===== config.mk =====
export PLATFORM = sky130hd
export DESIGN_NAME = three_shuffler_ctrl
export DESIGN_NICKNAME = d
export VERILOG_FILES = /design/src/rtl/three_shuffler_ctrl.sv
export SDC_FILE = /design/constraint.sdc
export NUM_CORES = 1
export LEC_CHECK = 0
export CAP_MARGIN = 40
export CORE_MARGIN = 1
export CORE_UTILIZATION = 55
export CTS_BUF_LIST = sky130_fd_sc_hd__clkbuf_4 sky130_fd_sc_hd__clkbuf_8
export CTS_CLUSTER_SIZE = 24
export DETAILED_ROUTE_END_ITERATION = 10
export GPL_ROUTABILITY_DRIVEN = 0
export GPL_TIMING_DRIVEN = 0
export PLACE_DENSITY = 0.84
export SYNTH_ARGS = -nofsm -noshare
export SYNTH_HDL_FRONTEND = slang
export SYNTH_SLANG_ARGS = --single-unit

===== constraint.sdc =====
create_clock -name clk -period 2.74 [get_ports clk]
set_input_delay 0.274 -clock clk [delete_from_list [all_inputs] [get_ports clk]]
set_output_delay 0.274 -clock clk [all_outputs]
set_load 0.02 [all_outputs]

===== src/rtl/three_shuffler_ctrl.sv =====
// Sequencing controller for a three-word shuffler pipeline.
// Drives the mux selects, the advance enable and the output-valid tracking for one frame at a time.
module three_shuffler_ctrl #(
    parameter int unsigned FRAME_BEATS = 9,
    parameter int unsigned LAT         = 8
) (
    input  logic clk,
    input  logic rst_n,
    input  logic start,
    input  logic in_valid,
    output logic sel,
    output logic sel1,
    output logic sel2,
    output logic sel3,
    output logic sel4,
    output logic sel5,
    output logic sel6,
    output logic sel7,
    output logic en,
    output logic out_valid,
    output logic busy,
    output logic frame_done
);

    typedef enum logic [1:0] {
        IDLE  = 2'd0,
        RUN   = 2'd1,
        FLUSH = 2'd2
    } state_t;

    state_t           state_q;
    logic [1:0]       p_q;
    logic [2:0]       c_q;
    logic [15:0]      beat_q;
    logic [3:0]       flush_q;
    logic [1:0]       s2_q;
    logic [7:0]       s3_q;
    logic [LAT-1:0]   v_q;
    logic             done_q;

    logic acc;
    logic adv;
    logic act;
    logic sel_c;
    logic sel3_c;

    assign acc    = (state_q == RUN) && in_valid;
    assign adv    = acc || (state_q == FLUSH);
    assign act    = (state_q != IDLE);
    assign sel_c  = (p_q != 2'd0);
    assign sel3_c = (c_q >= 3'd3);

    // Selects are gated by activity so IDLE and reset present all zeros.
    assign sel        = act && sel_c;
    assign sel1       = act && c_q[0];
    assign sel2       = act && s2_q[1];
    assign sel3       = act && sel3_c;
    assign sel4       = act && s3_q[3];
    assign sel5       = act && (p_q != 2'd1);
    assign sel6       = act && (p_q == 2'd0);
    assign sel7       = act && s3_q[7];
    assign en         = adv;
    assign out_valid  = v_q[LAT-1] && adv;
    assign busy       = act;
    assign frame_done = done_q;

    always_ff @(posedge clk or negedge rst_n) begin
        if (!rst_n) begin
            state_q <= IDLE;
            p_q     <= '0;
            c_q     <= '0;
            beat_q  <= '0;
            flush_q <= '0;
            s2_q    <= '0;
            s3_q    <= '0;
            v_q     <= '0;
            done_q  <= 1'b0;
        end else begin
            done_q <= 1'b0;
            if (adv) begin
                p_q   <= (p_q == 2'd2) ? 2'd0 : p_q + 2'd1;
                c_q   <= (c_q == 3'd5) ? 3'd0 : c_q + 3'd1;
                s2_q  <= {s2_q[0], sel_c};
                s3_q  <= {s3_q[6:0], sel3_c};
                v_q[0] <= acc;
                for (int i = 1; i < int'(LAT); i++) begin
                    v_q[i] <= v_q[i-1];
                end
            end
            unique case (state_q)
                IDLE: begin
                    if (start) begin
                        state_q <= RUN;
                        p_q     <= '0;
                        c_q     <= '0;
                        beat_q  <= '0;
                        flush_q <= '0;
                        s2_q    <= '0;
                        s3_q    <= '0;
                        v_q     <= '0;
                    end
                end
                RUN: begin
                    if (acc) begin
                        beat_q <= beat_q + 16'd1;
                        if (beat_q == 16'(FRAME_BEATS - 1)) begin
                            state_q <= FLUSH;
                            flush_q <= '0;
                        end
                    end
                end
                FLUSH: begin
                    flush_q <= flush_q + 4'd1;
                    if (flush_q == 4'(LAT - 1)) begin
                        state_q <= IDLE;
                        done_q  <= 1'b1;
                    end
                end
                default: state_q <= IDLE;
            endcase
        end
    end

endmodule

==> run summary <==
# fillers: 310
final wirelength: 4400 um
cell-by-cell trace of the critical path: clkdlybuf4s50_1, nand3b_1, and2_1, inv_1, buf_2, and2_1, clkdlybuf4s50_1
Syn Area/Cell: 8.94 um2
VDD IR-drop max: 0.477 mV
initial antenna violation count: 0
drt pass-1 iters: 4
Mapped Nets: 260
RSZ-0062 raised after global routing: false
post-place setup slack: -0.0549 ns
Vias: 1,829
Tcrit/Tclk final: 94.6%
Synth Register Bits: 46
CP max-delay cell: clkdlybuf4s50_1
Reg2Reg Setup Slack: 1.04 ns
CP Class: in -> out
worst-case reg-to-reg path depth: 5
TritonCTS buffer count: 5
first-pass GRT wire length: 7670 um
core area: 3800 um2
sequential area share after synthesis: 51.1%
clock-pin slew on the worst setup and hold paths: 0.09 ns
minimum clock period: 2.59 ns
Top-Level Pins: 16
Final Worst Setup Slack: 0.147 ns
CTS Root Cell: clkbuf_8
I/O Buffers: 15
Worst Path Required: 2.47 ns
Pwr Total: 2640 uW
Buf/Inv on CP: 4
worst slew pin tran: 0.515 ns
max cap viols: 0
final setup fails: 0
Die Y: 66.0 um
highest clock rate: 386 MHz
n_diodes: 0
CTS tree: done
hold crit path type: in -> async
slew margin rel.: 65.7%
Initial DRC Count: 120
delay-heaviest family, CP: buffers and inverters
initial core utilization: 59.3%
CP Data Arrival Time: 2.32 ns
post-DR wirelength/cell: 13.5 um
max incr delay on CP: 0.60 ns
Pins Over Slew Limit: 0
vias in the first global route: 1,767
worst skew pair latency: 0.31 ns
DP Area: 2480 um2
vias per cell: 5.61
fraction of registers with async set/reset: 100%
commonest non-fill, non-tap cell in the layout: nand2_1
Lkg Pwr: 0.00116 uW
Main synth FF type: dfrtp_1
layout cells sized above 1: 5.76%
remaining global-route overflow: 0
Power Dens Cells: 1010 nW/um2
Max Clock Skew: 0.00704 ns
total of cells resized after clock tree synthesis: 0
FP Rows: 22
status: finished clean
largest net degree at the start of global routing: 26
Total Die Area: 4350 um2
placed wire-length estimate: 3030 um
CP Max Fanout: 10
Register Area: 1150 um2
crit path launch type: input port
clk buf depth: 2
drc violations: 0
Synth cell types: 39
Worst Setup End Kind: output port
Area Growth Syn to Fin: 15.8%
reg2reg end: beat_q[13]
Nets: 285
most frequent cells in the layout: nand2_1 (48), dfrtp_1 (46), a21oi_1 (27), nor2_1 (21), clkdlybuf4s50_1 (14)
FF-to-FF Start: beat_q[3]
antenna viol nets, final: 0
final hold viol count: 0
post-route cell area: 2610 um2
die width: 66.0 um
area occupied by multi-input gates: 1000 um2
number of enable flip-flop cells after synthesis: 0
total track usage: 23.7%
H-tree Lvls: 2
Post-Syn Area: 2250 um2
Mapped Cells: 252
CTS sink cnt: 46
yosys warns: 0
## through the flow
stage          std cells  utilization [%]  hold slack, ns   TNS, ns
2_1_floorplan        252                -         -0.0216         0
3_3_place_gp         315             64.8           0.501  -0.00785
3_5_place_dp         316             65.2           0.273   -0.0549
4_1_cts              326             68.7           0.468         0
5_1_grt              326             68.7           0.519         0
6_report             326             68.7           0.466         0
## layout make-up
class | instances | share of cell area, %
multi-input combinational | 181 | 38.5
sequential | 46 | 44.1
timing repair buffer | 18 | 7.00
clock buffer | 6 | 2.93
clock inverter | 2 | 1.44
inverter | 13 | 1.87
tap | 48 | 2.30
buffer | 12 | 1.87
## per-layer routing
metal	global-route usage, %	routed length (um)
met1	29.8	2060
met2	38.1	2100
met5	0	0
met3	4.14	87
met4	14.1	153
## where the power goes
part / internal [uW] / switching [uW]
sequential: 902 / 166
combinational: 462 / 599
clock: 282 / 233
total: 1650 / 998
## Yosys cell counts, drive strengths merged, types with 2 or more instances
| master | number | area [um2] |
|---|---|---|
| nand2 | 48 | 180 |
| dfrtp | 46 | 1150 |
| a21oi | 27 | 135 |
| nor2 | 21 | 78.8 |
| inv | 13 | 48.8 |
| o21ai | 10 | 50.1 |
| clkbuf | 9 | 33.8 |
| nand3 | 6 | 30.0 |
| nor3 | 6 | 30.0 |
| or4 | 5 | 37.5 |
| xor2 | 5 | 43.8 |
| and2 | 4 | 25.0 |
| ha | 4 | 50.1 |
| nand4 | 4 | 25.0 |
| nor2b | 4 | 25.0 |
| or3 | 4 | 25.0 |
| xnor2 | 4 | 35.0 |
| buf | 3 | 15.0 |
| nand2b | 3 | 18.8 |
| o211ai | 3 | 22.5 |
| and3 | 2 | 12.5 |
| mux2 | 2 | 26.3 |
| nand3b | 2 | 15.0 |
| nor3b | 2 | 15.0 |
| nor4 | 2 | 12.5 |
## timing repair
| item | in CTS | in global routing |
|---|---|---|
| hold endpoints to repair | 21 | 0 |
| setup endpoints to repair | 1 | 0 |
| hold buffers | 1 | 0 |
| buffers inserted | 1 | 0 |
## sequential cells by signal, summed over array words and instances (netlist names)
name        cells
p_q             2
beat_q         16
s3_q            8
frame_done      1
v_q             8
s2_q            2
state_q         2
flush_q         4
c_q             3
## kinds of logic after synthesis
| group | count (synthesis) | synth area share, % |
|---|---|---|
| simple gates | 118 | 25.6 |
| compound gates | 48 | 12.1 |
| mux | 2 | 1.17 |
| flops | 46 | 51.1 |
| xor+xnor | 9 | 3.50 |
| fa+ha+maj | 4 | 2.22 |
| buf+inv | 25 | 4.33 |
## how the worst max path moves through the flow
stage | startpoint | slack, ns | depth (start not counted) | end
6_report | in_valid | 0.15 | 7 | out_valid
5_1_grt | in_valid | 0.03 | 7 | out_valid
4_1_cts | state_q[1] | 0.14 | 6 | out_valid
3_5_place_dp | in_valid | -0.05 | 7 | out_valid
3_3_place_gp | in_valid | -0.008 | 7 | out_valid
2_1_floorplan | state_q[1] | 0.98 | 5 | out_valid
(Power assumes the default switching activity.)
